File: config.mk
export PLATFORM = sky130hd
export DESIGN_NAME = regfile_wb_arbiter_flat
export DESIGN_NICKNAME = d
export VERILOG_FILES = /design/src/rtl/regfile_wb_arbiter_if.sv /design/src/rtl/regfile_wb_arbiter.sv /design/src/flat_wrapper.sv
export SDC_FILE = /design/constraint.sdc
export NUM_CORES = 1
export LEC_CHECK = 0
export CORE_MARGIN = 2
export CORE_UTILIZATION = 45
export CTS_CLUSTER_SIZE = 40
export DETAILED_ROUTE_END_ITERATION = 10
export PLACE_DENSITY_LB_ADDON = 0.3
export REMOVE_ABC_BUFFERS = 1
export SYNTH_ARGS = -nofsm -noshare
export SYNTH_HDL_FRONTEND = slang
export SYNTH_SLANG_ARGS = --single-unit
File: constraint.sdc
create_clock -name clock -period 3.15 [get_ports clock]
set_input_delay 0.4725 -clock clock [delete_from_list [all_inputs] [get_ports clock]]
set_output_delay 0.4725 -clock clock [all_outputs]
set_load 0.03 [all_outputs]
File: src/rtl/regfile_wb_arbiter_if.sv
// Writeback arbiter bundle: ALU/load writeback channels, decode
// scoreboard ports and the registered register-file write port.
// master: the pipeline side (requesters, decode, register file).
// slave:  the arbiter.
interface regfile_wb_arbiter_if #(
  parameter int DATA_WIDTH     = 32,
  parameter int REG_ADDR_WIDTH = 5
);
  logic                      alu_valid;
  logic [REG_ADDR_WIDTH-1:0] alu_rd;
  logic [DATA_WIDTH-1:0]     alu_data;
  logic                      alu_ready;
  logic                      ld_valid;
  logic [REG_ADDR_WIDTH-1:0] ld_rd;
  logic [DATA_WIDTH-1:0]     ld_data;
  logic                      ld_ready;
  logic                      alloc_valid;
  logic [REG_ADDR_WIDTH-1:0] alloc_reg;
  logic [REG_ADDR_WIDTH-1:0] rs1;
  logic [REG_ADDR_WIDTH-1:0] rs2;
  logic                      stall;
  logic                      regwrite;
  logic [REG_ADDR_WIDTH-1:0] write_reg;
  logic [DATA_WIDTH-1:0]     write_data;

  modport master (
    output alu_valid, alu_rd, alu_data,
    input  alu_ready,
    output ld_valid, ld_rd, ld_data,
    input  ld_ready,
    output alloc_valid, alloc_reg, rs1, rs2,
    input  stall, regwrite, write_reg, write_data
  );

  modport slave (
    input  alu_valid, alu_rd, alu_data,
    output alu_ready,
    input  ld_valid, ld_rd, ld_data,
    output ld_ready,
    input  alloc_valid, alloc_reg, rs1, rs2,
    output stall, regwrite, write_reg, write_data
  );
endinterface

File: src/rtl/regfile_wb_arbiter.sv
// Arbitrates ALU/load writebacks onto one registered RF write port
// and tracks pending destinations. Ports: clock, reset (async,
// active-low), wb (regfile_wb_arbiter_if.slave).
// WB_ROUND_ROBIN_EN: round-robin on conflict; else ALU priority.
module regfile_wb_arbiter #(
  parameter int DATA_WIDTH     = 32,
  parameter int REG_ADDR_WIDTH = 5
) (
  input logic clock,
  input logic reset,
  regfile_wb_arbiter_if.slave wb
);
  localparam int NREG = 1 << REG_ADDR_WIDTH;

  typedef logic [REG_ADDR_WIDTH-1:0] ra_t;
  typedef logic [DATA_WIDTH-1:0]     dat_t;

  logic            alu_gnt;
  logic            ld_gnt;
  logic            xfer;
  ra_t             sel_rd;
  dat_t            sel_data;
  logic            regwrite_q, regwrite_d;
  ra_t             write_reg_q, write_reg_d;
  dat_t            write_data_q, write_data_d;
  logic [NREG-1:0] pend_q, pend_d;
  logic [NREG-1:0] set_m, clr_m;

`ifdef WB_ROUND_ROBIN_EN
  // ld_prio_q=1: the load unit wins the next conflict.
  logic ld_prio_q, ld_prio_d;

  always_comb begin
    alu_gnt   = wb.alu_valid & ~(wb.ld_valid & ld_prio_q);
    ld_gnt    = wb.ld_valid & ~(wb.alu_valid & ~ld_prio_q);
    ld_prio_d = ld_prio_q;
    if (alu_gnt) begin
      ld_prio_d = 1'b1;
    end else if (ld_gnt) begin
      ld_prio_d = 1'b0;
    end
  end

  always_ff @(posedge clock or negedge reset) begin
    if (!reset) begin
      ld_prio_q <= 1'b0;
    end else begin
      ld_prio_q <= ld_prio_d;
    end
  end
`else
  always_comb begin
    alu_gnt = wb.alu_valid;
    ld_gnt  = wb.ld_valid & ~wb.alu_valid;
  end
`endif

  always_comb begin
    xfer     = alu_gnt | ld_gnt;
    sel_rd   = ld_gnt ? wb.ld_rd : wb.alu_rd;
    sel_data = ld_gnt ? wb.ld_data : wb.alu_data;
    // x0 writes are consumed but never reach the register file,
    // and the write port keeps its last index/data.
    regwrite_d   = xfer && (sel_rd != '0);
    write_reg_d  = regwrite_d ? sel_rd : write_reg_q;
    write_data_d = regwrite_d ? sel_data : write_data_q;
  end

  always_comb begin
    set_m = '0;
    clr_m = '0;
    if (wb.alloc_valid && (wb.alloc_reg != '0)) begin
      set_m[wb.alloc_reg] = 1'b1;
    end
    if (regwrite_q) begin
      clr_m[write_reg_q] = 1'b1;
    end
    // OR-ing set last lets a same-edge alloc win over the clear.
    pend_d = (pend_q & ~clr_m) | set_m;
  end

  always_ff @(posedge clock or negedge reset) begin
    if (!reset) begin
      regwrite_q   <= 1'b0;
      write_reg_q  <= '0;
      write_data_q <= '0;
      pend_q       <= '0;
    end else begin
      regwrite_q   <= regwrite_d;
      write_reg_q  <= write_reg_d;
      write_data_q <= write_data_d;
      pend_q       <= pend_d;
    end
  end

  always_comb begin
    wb.alu_ready  = alu_gnt;
    wb.ld_ready   = ld_gnt;
    wb.regwrite   = regwrite_q;
    wb.write_reg  = write_reg_q;
    wb.write_data = write_data_q;
    wb.stall      = ((wb.rs1 != '0) && pend_q[wb.rs1]) ||
                    ((wb.rs2 != '0) && pend_q[wb.rs2]);
  end
endmodule

File: src/flat_wrapper.sv
// flat-port wrapper written by rule: the top's interface ports become plain ports
module regfile_wb_arbiter_flat 
#(
  parameter int DATA_WIDTH     = 32,
  parameter int REG_ADDR_WIDTH = 5
)
  (clock, reset, wb_alu_valid, wb_alu_rd, wb_alu_data, wb_alu_ready, wb_ld_valid, wb_ld_rd, wb_ld_data, wb_ld_ready, wb_alloc_valid, wb_alloc_reg, wb_rs1, wb_rs2, wb_stall, wb_regwrite, wb_write_reg, wb_write_data);
  regfile_wb_arbiter_if #(.DATA_WIDTH(DATA_WIDTH), .REG_ADDR_WIDTH(REG_ADDR_WIDTH)) wb_i ();
  input logic clock;
  input logic reset;
  input wire logic [$bits(wb_i.alu_valid)-1:0] wb_alu_valid;
  input wire logic [$bits(wb_i.alu_rd)-1:0] wb_alu_rd;
  input wire logic [$bits(wb_i.alu_data)-1:0] wb_alu_data;
  output wire logic [$bits(wb_i.alu_ready)-1:0] wb_alu_ready;
  input wire logic [$bits(wb_i.ld_valid)-1:0] wb_ld_valid;
  input wire logic [$bits(wb_i.ld_rd)-1:0] wb_ld_rd;
  input wire logic [$bits(wb_i.ld_data)-1:0] wb_ld_data;
  output wire logic [$bits(wb_i.ld_ready)-1:0] wb_ld_ready;
  input wire logic [$bits(wb_i.alloc_valid)-1:0] wb_alloc_valid;
  input wire logic [$bits(wb_i.alloc_reg)-1:0] wb_alloc_reg;
  input wire logic [$bits(wb_i.rs1)-1:0] wb_rs1;
  input wire logic [$bits(wb_i.rs2)-1:0] wb_rs2;
  output wire logic [$bits(wb_i.stall)-1:0] wb_stall;
  output wire logic [$bits(wb_i.regwrite)-1:0] wb_regwrite;
  output wire logic [$bits(wb_i.write_reg)-1:0] wb_write_reg;
  output wire logic [$bits(wb_i.write_data)-1:0] wb_write_data;
  assign wb_i.alu_valid = wb_alu_valid;
  assign wb_i.alu_rd = wb_alu_rd;
  assign wb_i.alu_data = wb_alu_data;
  assign wb_alu_ready = wb_i.alu_ready;
  assign wb_i.ld_valid = wb_ld_valid;
  assign wb_i.ld_rd = wb_ld_rd;
  assign wb_i.ld_data = wb_ld_data;
  assign wb_ld_ready = wb_i.ld_ready;
  assign wb_i.alloc_valid = wb_alloc_valid;
  assign wb_i.alloc_reg = wb_alloc_reg;
  assign wb_i.rs1 = wb_rs1;
  assign wb_i.rs2 = wb_rs2;
  assign wb_stall = wb_i.stall;
  assign wb_regwrite = wb_i.regwrite;
  assign wb_write_reg = wb_i.write_reg;
  assign wb_write_data = wb_i.write_data;
  regfile_wb_arbiter #(.DATA_WIDTH(DATA_WIDTH), .REG_ADDR_WIDTH(REG_ADDR_WIDTH)) u_core (.clock(clock), .reset(reset), .wb(wb_i));
endmodule
# Word level (Yosys, flattened, before mapping)
# Cells that the tools add are included.
[totals]
reg_bits = 70
in_bits = 94
output_inout_bits = 41
wordCells = 39
[op_classes]
order_cmp = 6
mux = 12
bitwise = 6
reduce_logical = 11
[ops]
columns = ["operator", "n"]
rows = [
  ["$mux 32", 3],
  ["$and 32x32->32", 1],
  ["$not 32->32", 1],
  ["$or 32x32->32", 1],
  ["$lt 5x6->1 const B", 4],
  ["$reduce_bool 5->1", 4],
  ["$bmux 1 s5", 2],
  ["$demux 1 s5", 2],
  ["$ge 5x1->1 const B", 2],
  ["$logic_and 1x1->1", 6],
  ["$mux 5", 1],
  ["$mux 1", 4],
  ["$and 1x1->1", 1],
  ["$logic_or 1x1->1", 1],
  ["$not 1->1", 1],
  ["$or 1x1->1", 1],
]

# Longest topological paths before layout
# Gate-level depths: netlist (run 1).
[depth]
ltp_word = 8
ltp_mapped = 7
mapped_depth_nobuf = 5

# Worst setup path before layout (run 1)
# OpenSTA, ideal clock, no wires.
[synth_timing]
kind = "input port to output port"
start = "input port wb_rs1[2]"
end = "output port wb_stall"
arrival_time_ns = 1.891
required_time_ns = 2.677
setup_slack_ns = 0.786
cell_stages = 6
path_buffers = 1
cell_sequence = "buf_6 -> mux2_4 -> o311ai_2 -> a31oi_1 -> a2111oi_1 -> nand4_1"
[synth_via]
elab_chain_cells = 4
word_cells_on_any_way = 5
classes_between = "2 x mux; 3 x reduce/logical"
[synth_rtl]
columns = ["item", "line_no", "source"]
rows = [
  ["start, declared", "flat_wrapper.sv:21", "input wire logic [$bits(wb_i.rs1)-1:0] wb_rs1;"],
  ["$bmux 1 s5", "regfile_wb_arbiter.sv:102", "wb.stall = ((wb.rs1 != '0) && pend_q[wb.rs1]) ||"],
  ["$mux 1 (implied by the code)", "regfile_wb_arbiter.sv:102", ""],
  ["$logic_and 1x1->1 *", "regfile_wb_arbiter.sv:102", ""],
  ["$logic_or 1x1->1 *", "regfile_wb_arbiter.sv:102", ""],
  ["end, declared", "flat_wrapper.sv:23", "output wire logic [$bits(wb_i.stall)-1:0] wb_stall;"],
]
# Every way passes the cells marked *; elsewhere a longest branch is shown, timed or not. The select of a mux whose other input is x is not followed.

# Worst setup path after layout (run 1)
# Same ends and word-level chain as after synthesis.

==> results of run 1 <==
## worst max-delay path by stage
stage	cells past startpoint	start	slack, ns	to
after floorplan	4	wb_ld_rd[3]	-0.25	u_core.wb.write_data[0]$_DFFE_PN0P_
after global placement	7	wb_rs1[2]	-0.31	wb_stall
after detailed placement	8	wb_rs1[2]	-0.32	wb_stall
after CTS	8	wb_rs1[2]	0.0007	wb_stall
after global routing	8	wb_rs1[2]	0.06	wb_stall
final	8	wb_rs1[2]	0.17	wb_stall
## critical path, stage by stage
cell and delay [ns]:
clkdlybuf4s50_1 0.53, buf_4 0.15, mux2_4 0.30, o311ai_2 0.23
a31oi_1 0.10, a2111oi_2 0.40, nand4_1 0.12, clkbuf_2 0.20
## what timing repair did
item | in CTS | in global routing
gates resized for setup | 3 | 1
endpoints found under the hold margin | 0 | 0
endpoints found under the setup margin | 1 | 1
## layer usage
layer | GRT usage | vias up
met4 | 0.153 | 0
met5 | 0 | -
met2 | 0.433 | 182
met1 | 0.296 | 1656
met3 | 0.0730 | 43
li1 | - | 1701
## final cells by class
type	instances	share of cell area
repair buffers	151	0.275
multi-input cells	295	0.327
inverters	7	0.00492
flip-flops and latches	69	0.323
clock inverters	7	0.0229
clock buffers	9	0.0232
well taps	102	0.0239
## power breakdown
group / switching (mW) / total (mW) / leakage, nW / internal (mW)
registers: 0.215 / 1.34 / 0.779 / 1.12
logic: 0.479 / 0.965 / 1.25 / 0.487
clock network: 0.356 / 0.886 / 0.116 / 0.529
## placed cells by master (no fill, tap or decap), types with 2 or more instances in the layout
cell / n
mux2_2: 2
o2111ai_1: 2
o21ai_0: 62
nand2_1: 76
or3_1: 2
nand3b_1: 12
clkdlybuf4s50_1: 131
mux2i_1: 10
nor2b_1: 3
mux4_2: 4
a221oi_1: 2
buf_4: 17
or4_1: 2
clkbuf_8: 9
bufinv_16: 3
mux2_4: 2
nand2b_1: 3
a31oi_1: 38
o21ai_1: 3
mux4_1: 4
a22oi_1: 3
nor2_1: 44
nand3_1: 7
dfrtp_1: 69
clkinvlp_4: 2
or3b_2: 3
inv_1: 7
## cells by family (layout without fill, tap and decap cells)
group | after synthesis | in the layout | synth area share
flops | 69 | 69 | 0.477
simple gates | 157 | 157 | 0.195
buf+inv | 33 | 174 | 0.0446
mux | 22 | 22 | 0.0961
compound gates | 116 | 116 | 0.187
## per-stage QoR
| step | setup WS (ns) | utilization |
|---|---|---|
| after CTS | 0.000738 | 0.689 |
| after detailed placement | -0.318 | 0.656 |
| final | 0.168 | 0.688 |
| after floorplan | -0.252 | - |
| after global routing | 0.0584 | 0.688 |
| after global placement | -0.306 | 0.656 |
==> results.tsv, run 1 <==
metric	value	unit
clock_latency	0.35	ns
pin_count	135	
filler_cell_count	613	
syn_inst	397	
grt_start_max_net_pins	63	
antenna_left	0	
start_util	0.466	
r2r_slack	1.58	ns
cts_buffers	9	
synth_edf_count	0	
fin_hold_ws	0.157	ns
max_freq	0.335	GHz
path_class	primary input to output pin	
fin_area	5340	sq um
cap_violations	0	
wl_met1	4050	um
largest_reg_flops	32	
fin_crit	2.98	ns
slew_violations	0	
netlist_area	3620	sq um
layout.area.seq	1730	sq um
worst_slew_pin_slew	0.678	ns
grt_pass1_wl	17500	um
core_area	7770	sq um
post-synth-top-count-cell	nand2_1	
first_pass_iters	4	
antenna_cells	0	
drt_iter0_markers	286	
arrival	2.51	ns
outcome	finished clean	
netlist.top_cell.by_area	dfrtp_1	
synth_area_per_cell	9.12	sq um
die_x	93.7	um
ys.flop_type	dfrtp_1	
power_leakage	2.15	nW
setup_viol	0	
ys_seq_elements	69	
met3_length	948	um
worstPathRequired	2.68	ns
yosysWarnings	0	
cts_max_path_buffers	2	
cts_tree	yes	
drive_gt1_frac	0.0948	
wl_per_cell	17.0	um
slew-limit-headroom	0.548	
post-cts-setup-buffers	0	
ir_drop	290	uV
p_per_area	597	nW/um^2
antenna_found_initial	0	
fp.dieH	93.7	um
critPathLaunchType	primary input	
ys_seq_area_frac	0.477	
ys_types	36	
place_inst	624	
vias	3582	
grt_use_total	0.259	
place_area	5100	sq um
fin_skew	0.00842	ns
crit_fanout	4	
synthArstFlopShare	1.00	
top_layer	met4	
cts.clk_slew.worst_paths	0.08	ns
drt-total-wl	10900	um
synthTopCellsByCount	nand2_1 (76), dfrtp_1 (69), o21ai_0 (62), nor2_1 (44), a31oi_1 (38)	
r2r-start	u_core.wb.write_reg[3]$_DFFE_PN0P_	
dieArea	8780	sq um
synth_area_leaders	dfrtp_1 (48%), o21ai_0 (8.6%), nand2_1 (7.9%), a31oi_1 (6.6%), nor2_1 (4.6%)	
hold_path_class	primary input to async pin	
htreeDepth	3	
hold_violations	0	
final_nets	627	
drc	0	
multi_input_area	1750	sq um
via_per_inst	5.60	
cts_root_buf	clkbuf_8	
period_share	0.947	
r2r_end	u_core.pend_q[11]$_DFF_PN0_	
gr-total-overflow	0	
num_rows	32	
place_hpwl	8080	um
end_kind	output pin	
port_buffers	134	
stdcell_count	640	
ff2ff_path_depth	3	
hold_buffers	0	
globalplace.congestion	0.881	
tns	0	ns
cts_sinks	69	
dr_wl_met2	5420	um
synth_top_area_frac	0.477	
total_power	3.19	mW
syn2layout_area_growth	47.6	%
grt_pass1_vias	3665	
rsz0062_at_grt	false	
(Power assumes the default switching activity.)
==> run 2: changes to the inputs <==
CAP_MARGIN = 25   (was unset)
GPL_TIMING_DRIVEN = 0   (was unset)
MAX_ROUTING_LAYER = met4   (was unset)
==> results.tsv, run 2 (synthesized netlist as in run 1, its figures left out) <==
metric	value	unit
outcome	finished clean	
gr-total-overflow	0	
rsz0062_at_grt	false	
largest_reg_flops	32	
port_buffers	134	
switching_share	0.329	
fin_skew	0.0119	ns
power_leakage	2.11	nW
antenna_cells	0	
hold_buffers	0	
antenna_found_initial	0	
via_per_inst	5.63	
max_freq	0.334	GHz
dieArea	8780	sq um
tns	0	ns
period_share	0.951	
slew-limit-headroom	0.422	
p_clk_frac	0.264	
crit_fanout	11	
cap_violations	0	
place_ws	-0.693	ns
internal_power	2.07	mW
dr_wl_met2	5300	um
wl_per_cell	16.9	um
start_util	0.466	
final_common_cell	clkdlybuf4s50_1	
hold_violations	0	
vias	3528	
drive_gt1_frac	0.0743	
globalplace.congestion	0.922	
worst_slew_pin_slew	0.866	ns
slew_violations	0	
cts_sinks	69	
die_x	93.7	um
ir_drop	256	uV
switching_power	1.02	mW
first_pass_iters	5	
setup_viol	0	
place_hpwl	7670	um
fin_hold_ws	0.222	ns
drt_iter0_markers	219	
cts.clk_slew.worst_paths	0.08	ns
htreeDepth	3	
fin_area	5270	sq um
filler_cell_count	626	
hold_path_class	primary input to async pin	
fin_crit	3.00	ns
path_class	primary input to output pin	
grt_use_total	0.252	
grt_start_max_net_pins	70	
arrival	2.52	ns
drc	0	
clock_latency	0.35	ns
setup_slack	0.154	ns
grt_pass1_wl	16700	um
final_nets	614	
drt-total-wl	10600	um
met3_length	802	um
antenna_left	0	
total_power	3.08	mW
layout_common_cells	clkdlybuf4s50_1 (126), nand2_1 (76), dfrtp_1 (69), o21ai_0 (62), nor2_1 (44)	
pwr-share-seq	0.425	
wl_met1	4330	um
p_per_area	586	nW/um^2
place_area	5020	sq um
cts_buffers	9	
end_kind	output pin	
cts_max_path_buffers	2	
cts_root_buf	clkbuf_8	
grt_pass1_vias	3453	
top_layer	met4	
num_rows	32	
pin_count	135	
core_area	7770	sq um
critPathLaunchType	primary input	
fp.dieH	93.7	um
syn2layout_area_growth	45.5	%
worstPathRequired	2.68	ns
cts_tree	yes	
p_comb_frac	0.311	
run 2: cell types whose count changed in the layout (fill, tap and decap cells not counted), moves of 2 or more:
| cell | change |
|---|---|
| buf_4 | -15 |
| clkdlybuf4s50_1 | -5 |
| clkinv_2 | +2 |
| dlygate4sd2_1 | +2 |
| dlymetal6s2s_1 | +2 |
run 2: metrics by stage:
| step | util | instances |
|---|---|---|
| after floorplan | - | 371 |
| after global placement | 0.638 | 607 |
| after detailed placement | 0.647 | 610 |
| after CTS | 0.677 | 627 |
| after global routing | 0.678 | 627 |
| final | 0.678 | 627 |
run 2: final cells by class:
type	instances	area, sq um	share of cell area
clock buffers	10	138	0.0261
clock inverters	6	86.3	0.0164
inverters	7	30.0	0.00570
multi-input cells	295	1750	0.332
flip-flops and latches	69	1730	0.328
well taps	102	128	0.0242
repair buffers	138	1410	0.267
run 2: path summary, 6_finish.rpt:
path / endpoint / startpoint / cells after the start / slack (ns)
min in group clock: u_core.pend_q[15]$_DFF_PN0_ / u_core.pend_q[15]$_DFF_PN0_ / 2 / 0.54
max in group asynchronous: u_core.pend_q[10]$_DFF_PN0_ / reset / 1 / 2.35
max: wb_stall / wb_rs1[0] / 6 / 0.15
min: u_core.wb.write_data[17]$_DFFE_PN0P_ / reset / 1 / 0.22
max reg2reg: u_core.pend_q[11]$_DFF_PN0_ / u_core.wb.write_reg[3]$_DFFE_PN0P_ / 3 / 1.60
min reg2reg: u_core.pend_q[15]$_DFF_PN0_ / u_core.pend_q[15]$_DFF_PN0_ / 2 / 0.54
run 2: repair_timing:
| item | CTS | global route |
|---|---|---|
| resized for setup | 11 | 6 |
| pin swaps | 0 | 0 |
| setup endpoints to repair | 2 | 2 |
| setup buffers | 1 | 0 |
run 2: routing by layer:
metal	up-vias	global-route usage
li1	1666	-
met1	1681	0.305
met2	165	0.413
met3	16	0.0698
met4	0	0.0761
met5	-	-
run 2: power by group through the flow:
stage	clock network [mW]	logic (mW)	registers, mW
after floorplan	0	0.436	1.38
after global placement	0	0.923	1.31
after detailed placement	0	0.955	1.33
after CTS	0.832	0.959	1.31
after global routing	0.867	1.04	1.34
final	0.814	0.958	1.31
run 2: worst max-delay path, cell delays in order:
cell	delay (ns)
clkdlybuf4s50_1	0.62
o311ai_2	0.35
a31oi_1	0.09
a2111oi_1	0.47
nand4_1	0.13
dlygate4sd2_1	0.38
==> run 3: changes to the inputs <==
CTS_CLUSTER_SIZE = 20   (was 40)
==> results of run 3 <==
Final layout, timing and power as in run 2 (identical DEF).
